--- config.mk ---
export PLATFORM = sky130hd
export DESIGN_NAME = elastic_pipe_reg
export DESIGN_NICKNAME = d
export VERILOG_FILES = /design/src/rtl/cla_pkg.sv /design/src/rtl/elastic_pipe_reg_skid_stage.sv /design/src/rtl/elastic_pipe_reg.sv
export SDC_FILE = /design/constraint.sdc
export NUM_CORES = 1
export LEC_CHECK = 0
export ABC_AREA = 0
export CORE_MARGIN = 2
export CORE_UTILIZATION = 56
export CTS_BUF_LIST = sky130_fd_sc_hd__clkbuf_4 sky130_fd_sc_hd__clkbuf_8 sky130_fd_sc_hd__clkbuf_16
export CTS_CLUSTER_DIAMETER = 60
export DETAILED_ROUTE_END_ITERATION = 10
export PLACE_DENSITY = 0.87
export REMOVE_ABC_BUFFERS = 1
export SKIP_LAST_GASP = 1
export SLEW_MARGIN = 20
export SYNTH_ARGS = -nofsm -noshare
export SYNTH_HDL_FRONTEND = slang
export SYNTH_SLANG_ARGS = --single-unit
--- constraint.sdc ---
create_clock -name clk -period 2.35 [get_ports clk]
set_input_delay 0.235 -clock clk [delete_from_list [all_inputs] [get_ports clk]]
set_output_delay 0.235 -clock clk [all_outputs]
set_load 0.05 [all_outputs]
--- src/rtl/cla_pkg.sv ---
// Shared constants and helpers for the CLA datapath blocks.
package cla_pkg;

  localparam int DATA_W = 16;

  // Width needed to count 0 .. 2*stages words.
  function automatic int cnt_w(input int stages);
    return $clog2(2 * stages + 1);
  endfunction

endpackage

--- src/rtl/elastic_pipe_reg_skid_stage.sv ---
// One elastic stage: main register plus a skid register.
// Upstream ready comes from registers only, so no ready path crosses the stage.
module skid_stage #(
  parameter int               WIDTH     = 16,
  parameter logic [WIDTH-1:0] RESET_VAL = '0
) (
  input  logic             clk,
  input  logic             Rs,
  input  logic             flush,
  input  logic             in_valid,
  output logic             in_ready,
  input  logic [WIDTH-1:0] in_data,
  output logic             out_valid,
  input  logic             out_ready,
  output logic [WIDTH-1:0] out_data
);

  logic             m_v;
  logic             s_v;
  logic [WIDTH-1:0] main_data;
  logic [WIDTH-1:0] skid_data;
  logic             accept;

  assign in_ready  = Rs & ~s_v;
  assign out_valid = m_v;
  assign out_data  = main_data;
  assign accept    = in_valid & in_ready;

  // The skid only fills while main is stalled, and always drains back into main first.
  always_ff @(posedge clk or negedge Rs) begin
    if (!Rs) begin
      m_v       <= 1'b0;
      s_v       <= 1'b0;
      main_data <= RESET_VAL;
      skid_data <= RESET_VAL;
    end else if (flush) begin
      m_v       <= 1'b0;
      s_v       <= 1'b0;
      main_data <= RESET_VAL;
      skid_data <= RESET_VAL;
    end else if (!m_v) begin
      if (accept) begin
        main_data <= in_data;
        m_v       <= 1'b1;
      end
    end else if (out_ready) begin
      if (s_v) begin
        main_data <= skid_data;
        s_v       <= 1'b0;
      end else if (accept) begin
        main_data <= in_data;
      end else begin
        m_v <= 1'b0;
      end
    end else if (accept) begin
      skid_data <= in_data;
      s_v       <= 1'b1;
    end
  end

endmodule

--- src/rtl/elastic_pipe_reg.sv ---
// Chain of skid stages carrying WIDTH-bit words, plus a count of words held.
module elastic_pipe_reg
  import cla_pkg::*;
#(
  parameter int               WIDTH     = DATA_W,
  parameter int               STAGES    = 2,
  parameter logic [WIDTH-1:0] RESET_VAL = '0
) (
  input  logic                      clk,
  input  logic                      Rs,
  input  logic                      flush,
  input  logic                      in_valid,
  output logic                      in_ready,
  input  logic [WIDTH-1:0]          in_data,
  output logic                      out_valid,
  input  logic                      out_ready,
  output logic [WIDTH-1:0]          out_data,
  output logic [cnt_w(STAGES)-1:0]  occupancy
);

  localparam int CW = cnt_w(STAGES);

  logic             chain_valid [STAGES+1];
  logic             chain_ready [STAGES+1];
  logic [WIDTH-1:0] chain_data  [STAGES+1];
  logic             in_fire;
  logic             out_fire;

  assign chain_valid[0]      = in_valid;
  assign chain_data[0]       = in_data;
  assign in_ready            = chain_ready[0];
  assign out_valid           = chain_valid[STAGES];
  assign out_data            = chain_data[STAGES];
  assign chain_ready[STAGES] = out_ready;

  for (genvar k = 0; k < STAGES; k++) begin : g_stage
    skid_stage #(
      .WIDTH     (WIDTH),
      .RESET_VAL (RESET_VAL)
    ) u_stage (
      .clk       (clk),
      .Rs        (Rs),
      .flush     (flush),
      .in_valid  (chain_valid[k]),
      .in_ready  (chain_ready[k]),
      .in_data   (chain_data[k]),
      .out_valid (chain_valid[k+1]),
      .out_ready (chain_ready[k+1]),
      .out_data  (chain_data[k+1])
    );
  end

  assign in_fire  = in_valid & in_ready;
  assign out_fire = out_valid & out_ready;

  // A flush discards everything, including any transfer that happens on the same edge.
  always_ff @(posedge clk or negedge Rs) begin
    if (!Rs) begin
      occupancy <= '0;
    end else if (flush) begin
      occupancy <= '0;
    end else begin
      case ({in_fire, out_fire})
        2'b10:   occupancy <= occupancy + CW'(1);
        2'b01:   occupancy <= occupancy - CW'(1);
        default: occupancy <= occupancy;
      endcase
    end
  end

endmodule
==> results of run 1 <==
[cells by family (layout without fill, tap and decap cells)]
kind of cell	Yosys count	after routing	share of synthesized area (%)
compound gates	136	136	29.0
xor+xnor	2	2	0.496
fa+ha+maj	1	1	0.567
buf+inv	61	83	10.0
flops	71	71	50.3
mux	1	1	0.283
simple gates	60	60	9.28
[final timing paths]
check                                                           start                                      endpoint  depth (start not counted)
max                                                                Rs  g_stage[0].u_stage.skid_data[11]$_DFFE_PN0P_                          6
min in group clk           g_stage[1].u_stage.out_data[6]$_DFFE_PN0P_    g_stage[1].u_stage.out_data[6]$_DFFE_PN0P_                          1
min                                                                Rs            g_stage[0].u_stage.s_v$_DFFE_PN0P_                          2
max reg2reg                        g_stage[0].u_stage.s_v$_DFFE_PN0P_  g_stage[0].u_stage.skid_data[11]$_DFFE_PN0P_                          4
max in group asynchronous                                          Rs   g_stage[0].u_stage.out_data[11]$_DFFE_PN0P_                          3
min reg2reg                g_stage[1].u_stage.out_data[6]$_DFFE_PN0P_    g_stage[1].u_stage.out_data[6]$_DFFE_PN0P_                          1
[sequential cells by signal, indices dropped and copies added (netlist names)]
name / flops
g_stage.u_stage.skid_data: 32
g_stage.u_stage.s_v: 2
g_stage.u_stage.out_valid: 2
g_stage.u_stage.out_data: 32
occupancy: 3
[stage by stage]
stage | instance area (µm²) | total power [µW]
after detailed placement | 3810 | 1550
after global placement | 3810 | 1540
after CTS | 4020 | 2530
final | 4020 | 2520
after floorplan | 3240 | 1430
after global routing | 4020 | 2610
[per-layer routing]
layer | track usage, % | vias to the layer above | share of wire [%]
li1 | - | 1216 | -
met1 | 32.5 | 1247 | 47
met2 | 30.4 | 113 | 45
met3 | 3.68 | 11 | 6.3
met4 | 9.82 | 0 | 1.8
met5 | 0 | - | 0
[report_power, final]
part | total, µW | switching [µW] | internal, µW
registers | 1260 | 20.9 | 1240
clock network | 985 | 476 | 509
logic | 269 | 168 | 101
[cell type report]
cell class	instances	area, µm²	area share (%)
well taps	75	93.8	2.33
inverters	17	63.8	1.59
clock buffers	10	131	3.27
multi-input cells	200	1400	34.8
flip-flops and latches	71	1780	44.2
repair buffers	50	485	12.1
clock inverters	6	70.1	1.74
[repair_timing]
| action | 4_1_cts | 5_1_grt |
|---|---|---|
| hold buffers | 1 | 0 |
| buffers inserted | 0 | 0 |
| endpoints found under the hold margin | 3 | 0 |
[placed cells by master (no fill, tap or decap), drive strengths merged, types with 10 or more instances in the layout]
cell and n:
o2bb2ai 16, inv 18, nor2b 18, nand2 18
clkdlybuf4s50 39, clkbuf 10, a21oi 35, o21ai 17
a22oi 16, o22ai 16, buf 10, a22o 32
dfrtp 71
==> impl_metrics.yaml, run 1 <==
outcome:
  run_status: "finished, final reports clean"
power_and_ir_drop:
  peakVddDrop_mv: 0.341
  powerDensity_nw_per_um2: 626
  cellLeakagePower_uw: 0.00176
route:
  via_count: 2587
  drt_iter0_markers: 222
  wirelength_um: 7220
  drt_pre_antenna_iters: 5
  final_antenna_net_count: 0
  drcViolationCount: 0
  wl_per_cell_um: 16.8
  vias_per_cell: 6.03
sta:
  max_freq_mhz: 502
  hold_ws_ns: 0.240
  setup_tns_ns: 0
  skew_ns: 0.0131
  fin_crit_ns: 1.99
  setup_violations: 0
  finalHoldViolCount: 0
  relSlewSlack_pct: 44.7
  final.period_utilization_pct: 84.8
  slew_viol_final: 0
  setup_ws_ns: 0.357
  max_slew.worst_pin.slew_ns: 0.829
  rsz0062_at_grt: "false"
placement:
  gp_congestion: 0.777
  portBuffers: 41
  preCtsSetupSlack_ns: 0.285
  hpwl_um: 4830
  placed_cells: 412
synthesis:
  ys_seq_area_share_pct: 50.3
  synth_most_common_cell: "dfrtp_1"
  synth_top_area_share_pct: 50.3
  synth_cells: 332
  syn-mean-instance-area_um2: 10.6
  synth_top_area_cell: "dfrtp_1"
  ys_top_cells_by_area: "dfrtp_1 50%, a22o_1 7.9%, a21oi_1 4.8%"
  ys.flop_type: "dfrtp_1"
  synth_edf_count: 0
  synthesis.area_um2: 3530
  synth.cells.most_frequent: "71 x dfrtp_1, 34 x a21oi_1, 32 x a22o_1, 20 x buf_4"
  ys_types: 39
  synth-seq-cells: 71
  synthArstFlopShare_pct: 100
  yosysWarnings: 0
global_routing:
  grt-ovfl-total: 0
  grt_pass1_vias: 2408
  antenna_found_initial: 0
  track_usage_pct: 21.5
  grt_max_degree: 69
  grt_pass1_wl_um: 12100
clock_network:
  cts.htree.levels: 3
  cts_tree: "done"
  cts.sink_count: 71
  clk_latency_ns: 0.35
  clockBufferDepth: 2
  numCtsBuffers: 9
  root_buffer: "clkbuf_8"
  clk_pin_slew_worst_paths_ns: 0.07
  ctsResizeCount: 0
worst_setup_path:
  slowest_delay_ns: 0.60
  path_buf_inv: 3
  path_delay_family: "buffers and inverters"
  path_max_fanout: 23
  slowest_stage: "and3_1"
  cp_data_arrival_time_ns: 2.27
  regToRegSetupSlack_ns: 0.52
  endpoint_kind: "flop"
  path_cells: "dlygate4sd3_1 -> buf_2 -> and3b_1 -> buf_4 -> and3_1 -> a22o_1"
  worst_setup_path_start_kind: "input port"
  crit_required_ns: 2.63
  worstSetupPathType: "input port to flop"
min_path:
  hold_class: "input port to async pin"
run:
  drv_cap: 0
layout:
  area_growth_pct: 13.9
  nets: 371
  drive_gt1_share_pct: 12.7
  fill_cells: 437
  insertedDiodeCount: 0
  final_util_pct: 66.8
  fin_cells: 429
floorplanning:
  initial_core_util_pct: 58.6
  core_um2: 6030
  die_y_um: 83.4
  rows: 28
  io_pins: 42
  dieWidth_um: 83.4
  dieArea_um2: 6960
No activity file was read; power rests on OpenSTA's default activity.
==> run 2: changes to the inputs <==
--- a/config.mk
+++ b/config.mk
@@ -7,11 +7,11 @@
 export LEC_CHECK = 0
 export ABC_AREA = 0
 export CORE_MARGIN = 2
-export CORE_UTILIZATION = 56
+export CORE_UTILIZATION = 50
 export CTS_BUF_LIST = sky130_fd_sc_hd__clkbuf_4 sky130_fd_sc_hd__clkbuf_8 sky130_fd_sc_hd__clkbuf_16
 export CTS_CLUSTER_DIAMETER = 60
 export DETAILED_ROUTE_END_ITERATION = 10
-export PLACE_DENSITY = 0.87
+export PLACE_DENSITY = 0.82
 export REMOVE_ABC_BUFFERS = 1
 export SKIP_LAST_GASP = 1
 export SLEW_MARGIN = 20
==> constraint.sdc (replaced) <==
create_clock -name clk -period 1.79 [get_ports clk]
set_input_delay 0.179 -clock clk [delete_from_list [all_inputs] [get_ports clk]]
set_output_delay 0.179 -clock clk [all_outputs]
set_load 0.05 [all_outputs]
==> impl_metrics.yaml, run 2 (synthesis gave the netlist of run 1 again) <==
sta:
  slew_viol_final: 0
  max_slew.worst_pin.slew_ns: 0.644
  fin_crit_ns: 1.74
  max_freq_mhz: 576
  finalHoldViolCount: 0
  final.period_utilization_pct: 97.0
  relSlewSlack_pct: 57.1
  setup_tns_ns: 0
  skew_ns: 0.00643
  rsz0062_at_grt: "false"
  setup_violations: 0
placement:
  gp_congestion: 0.845
  portBuffers: 41
  hpwl_um: 4880
  postPlaceCellArea_um2: 3940
power_and_ir_drop:
  cellLeakagePower_uw: 0.00184
  peakVddDrop_mv: 0.390
  powerDensity_nw_per_um2: 823
layout:
  area_growth_pct: 18.3
  final_util_pct: 61.2
  final_common_cell: "dfrtp_1"
  nets: 380
  final_cell_area_um2: 4180
  insertedDiodeCount: 0
  drive_gt1_share_pct: 15.2
  most-common-layout-cells: "71 x dfrtp_1, 37 x clkdlybuf4s50_1, 34 x a21oi_1"
worst_setup_path:
  path_cells: "clkdlybuf4s50_1"
  path_max_fanout: 5
  path_delay_family: "buffers and inverters"
  worst_setup_path_start_kind: "flop"
  worstSetupPathType: "flop to primary output"
  endpoint_kind: "primary output"
  crit_required_ns: 1.61
  slowest_stage: "clkdlybuf4s50_1"
  cp_data_arrival_time_ns: 1.56
  regToRegSetupSlack_ns: 0.09
  path_buf_inv: 1
  slowest_delay_ns: 0.82
floorplanning:
  dieWidth_um: 88.1
  initial_core_util_pct: 51.7
  core_um2: 6830
  die_y_um: 88.1
  dieArea_um2: 7750
  rows: 30
  io_pins: 42
clock_network:
  numCtsBuffers: 9
  cts.sink_count: 71
  cts_setup_buffers: 0
  clk_pin_slew_worst_paths_ns: 0.08
  clockBufferDepth: 2
  root_buffer: "clkbuf_8"
  cts_tree: "done"
  cts.htree.levels: 3
  clk_latency_ns: 0.34
global_routing:
  track_usage_pct: 20.2
  grt_pass1_wl_um: 12100
  grt_pass1_vias: 2416
  grt_max_degree: 54
  antenna_found_initial: 0
  grt-ovfl-total: 0
route:
  drt_iter0_markers: 160
  drcViolationCount: 0
  drt_pre_antenna_iters: 4
  wl_per_cell_um: 15.4
  vias_per_cell: 5.56
  via_count: 2550
  wirelength_um: 7070
  final_antenna_net_count: 0
run:
  drv_cap: 0
min_path:
  hold_class: "input port to async pin"
outcome:
  run_status: "finished, final reports clean"
==> run 2: changes by cell type in the layout (fill, tap and decap cells not counted), sizes merged <==
cell,before,now
buf,10,19
clkinv,4,1
clkinvlp,0,3
clkdlybuf4s50,39,37
bufinv,1,2
clkbuf,10,9
dlygate4sd2,0,1
dlymetal6s2s,0,1
==> run 2: final timing paths <==
kind | start | end | depth (start not counted)
min in group clk | Rs | g_stage[0].u_stage.s_v$_DFFE_PN0P_ | 3
worst min-delay path | Rs | g_stage[1].u_stage.s_v$_DFFE_PN0P_ | 2
worst max register to register | g_stage[0].u_stage.s_v$_DFFE_PN0P_ | occupancy[2]$_DFFE_PN0P_ | 6
max in group asynchronous | Rs | g_stage[0].u_stage.skid_data[2]$_DFFE_PN0P_ | 3
worst max-delay path | g_stage[1].u_stage.out_valid$_DFF_PN0_ | out_valid | 1
worst min register to register | g_stage[1].u_stage.out_data[3]$_DFFE_PN0P_ | g_stage[1].u_stage.out_data[3]$_DFFE_PN0P_ | 1
==> run 2: layer usage <==
metal | track usage, % | vias to the layer above | share of wire, %
met3 | 2.54 | 14 | 3.8
met1 | 30.8 | 1226 | 50
met4 | 9.37 | 0 | 1.9
met2 | 28.7 | 72 | 44
met5 | 0 | - | 0
li1 | - | 1238 | -
==> run 2: where the power goes <==
part	leakage [µW]	internal, µW	total [µW]	switching [µW]
Sequential	0.000984	1630	1660	29.7
Combinational	0.000752	150	368	218
Clock	0.000102	786	1410	626
Total	0.00184	2570	3440	873
==> run 2: final cells by class <==
type / instances / area, µm²
clock buffers: 9 / 124
clock inverters: 7 / 96.3
fillers: 552 / 2650
inverters: 17 / 63.8
multi-input cells: 200 / 1410
flip-flops and latches: 71 / 1780
well taps: 96 / 120
repair buffers: 59 / 592
==> run 2: repair_timing <==
| item | 4_1_cts | 5_1_grt |
|---|---|---|
| resized for setup | 1 | 3 |
| endpoints found under the hold margin | 19 | 0 |
| setup endpoints to repair | 1 | 34 |
| hold buffers | 1 | 0 |
==> run 2: metrics by stage <==
step / worst slack (ns) / std cells / hold slack, ns / total power [µW]
floorplan: -0.464 / 288 / -0.117 / 1870
global placement: -0.0789 / 442 / 0.208 / 2050
detailed placement: -0.182 / 442 / 0.222 / 2060
CTS: 0.0164 / 459 / 0.0317 / 3460
global route: 0.00328 / 459 / 0.0760 / 3570
finish: 0.0543 / 459 / 0.0157 / 3440
==> run 3: changes to the inputs <==
--- a/config.mk
+++ b/config.mk
@@ -7,11 +7,11 @@
 export LEC_CHECK = 0
 export ABC_AREA = 0
 export CORE_MARGIN = 2
-export CORE_UTILIZATION = 50
+export CORE_UTILIZATION = 30
 export CTS_BUF_LIST = sky130_fd_sc_hd__clkbuf_4 sky130_fd_sc_hd__clkbuf_8 sky130_fd_sc_hd__clkbuf_16
 export CTS_CLUSTER_DIAMETER = 60
 export DETAILED_ROUTE_END_ITERATION = 10
-export PLACE_DENSITY = 0.82
+export PLACE_DENSITY = 0.57
 export REMOVE_ABC_BUFFERS = 1
 export SKIP_LAST_GASP = 1
 export SLEW_MARGIN = 20
==> impl_metrics.yaml, run 3 (synthesis gave the netlist of run 1 again) <==
min_path:
  hold_class: "input port to async pin"
layout:
  final_common_cell: "dfrtp_1"
  fin_cells: 507
  most-common-layout-cells: "71 x dfrtp_1, 34 x a21oi_1, 32 x a22o_1, 32 x clkdlybuf4s50_1, 20 x buf_4"
  area_growth_pct: 22.7
  drive_gt1_share_pct: 17.0
  insertedDiodeCount: 0
  nets: 381
worst_setup_path:
  path_delay_family: "buffers and inverters"
  crit_required_ns: 1.61
  slowest_delay_ns: 0.82
  cp_data_arrival_time_ns: 1.55
  worst_setup_path_start_kind: "flop"
  path_buf_inv: 1
  path_cells: "clkdlybuf4s50_1"
  path_max_fanout: 5
  worstSetupPathType: "flop to primary output"
  endpoint_kind: "primary output"
  slowest_stage: "clkdlybuf4s50_1"
clock_network:
  clk_latency_ns: 0.33
  clk_pin_slew_worst_paths_ns: 0.06
  cts_tree: "done"
  cts.sink_count: 71
  numCtsBuffers: 9
  cts.htree.levels: 3
  root_buffer: "clkbuf_16"
  clockBufferDepth: 2
route:
  wirelength_um: 7650
  drt_pre_antenna_iters: 4
  drcViolationCount: 0
  vias_per_cell: 4.98
  final_antenna_net_count: 0
  via_count: 2524
  drt_iter0_markers: 118
  wl_per_cell_um: 15.1
sta:
  max_slew.worst_pin.slew_ns: 0.609
  rsz0062_at_grt: "false"
  final.period_utilization_pct: 96.6
  finalHoldViolCount: 0
  fin_crit_ns: 1.73
  slew_viol_final: 0
  setup_violations: 0
  hold_ws_ns: 0.0174
  max_freq_mhz: 578
  relSlewSlack_pct: 59.4
  skew_ns: 0.00421
power_and_ir_drop:
  powerDensity_nw_per_um2: 914
  cellLeakagePower_uw: 0.00191
  peakVddDrop_mv: 0.345
placement:
  gp_congestion: 0.779
  placed_cells: 490
  hpwl_um: 5380
  portBuffers: 41
global_routing:
  grt_pass1_vias: 2492
  grt_pass1_wl_um: 13100
  track_usage_pct: 12.9
  grt_max_degree: 50
  grt-ovfl-total: 0
  antenna_found_initial: 0
floorplanning:
  initial_core_util_pct: 30.8
  io_pins: 42
  core_um2: 11500
  dieWidth_um: 113
  rows: 39
  die_y_um: 113
  dieArea_um2: 12700
outcome:
  run_status: "finished, final reports clean"
run:
  drv_cap: 0
## run 3: cell types whose count changed in the layout (fill, tap and decap cells not counted), moves of 2 or more
cell and change:
buf_4 +6, clkdlybuf4s50_1 -5, clkbuf_16 +9, clkinvlp_4 -3, clkbuf_8 -9, clkinv_4 +2
## run 3: worst register-to-register path, stage by stage (launching register included)
cell	delay [ns]
dfrtp_1	0.37
and3b_1	0.23
buf_4	0.18
and3_1	0.56
a22o_1	0.25
## run 3: final timing paths
path                                                       startpoint                                          end  slack, ns  cells after the start
setup / recovery               g_stage[1].u_stage.out_valid$_DFF_PN0_                                    out_valid       0.06                      1
hold / removal                                                     Rs   g_stage[0].u_stage.out_data[2]$_DFFE_PN0P_       0.02                      2
setup reg to reg                   g_stage[0].u_stage.s_v$_DFFE_PN0P_  g_stage[0].u_stage.skid_data[4]$_DFFE_PN0P_       0.13                      4
hold reg to reg            g_stage[1].u_stage.out_data[2]$_DFFE_PN0P_   g_stage[1].u_stage.out_data[2]$_DFFE_PN0P_       0.49                      1
max in group asynchronous                                          Rs   g_stage[1].u_stage.out_data[9]$_DFFE_PN0P_       1.36                      2
min in group clk                                                   Rs           g_stage[0].u_stage.s_v$_DFFE_PN0P_       0.34                      4
## run 3: area by class of cell
type	count	area (µm²)
fill	1116	7130
sequential	71	1780
multi-input combinational	200	1400
timing repair buffer	60	593
clock buffer	9	225
tap	143	179
clock inverter	7	96.3
inverter	17	63.8
## run 3: timing repair
item / in CTS / in global routing
hold buffers: 1 / 0
hold endpoints to repair: 22 / 0
endpoints found under the setup margin: 0 / 1
buffers inserted: 0 / 0
resized for setup: 0 / 1
## run 3: routing by layer
metal  vias up  part of all wire, %  global-route usage, %
li1       1236                    -                      -
met1      1230                   50                   18.3
met2        49                   44                   18.7
met3         9                  4.2                   2.54
met4         0                  1.8                   6.34
met5         -                    0                      0
## run 3: through the flow
step / util (%) / total power [µW] / cell area (µm²) / setup TNS [ns] / setup WS, ns
floorplan: - / 1870 / 3240 / -2.72 / -0.464
global placement: 34.9 / 2060 / 4010 / -0.362 / -0.0652
detailed placement: 34.9 / 2070 / 4010 / -2.56 / -0.131
CTS: 37.8 / 3990 / 4340 / 0 / 0.0282
global route: 37.8 / 4100 / 4340 / 0 / 0.0268
finish: 37.8 / 3960 / 4340 / 0 / 0.0607
## run 3: where the power goes
part	internal [µW]	switching, µW
clock	1220	701
combinational	152	221
sequential	1630	29.4
total	3010	951
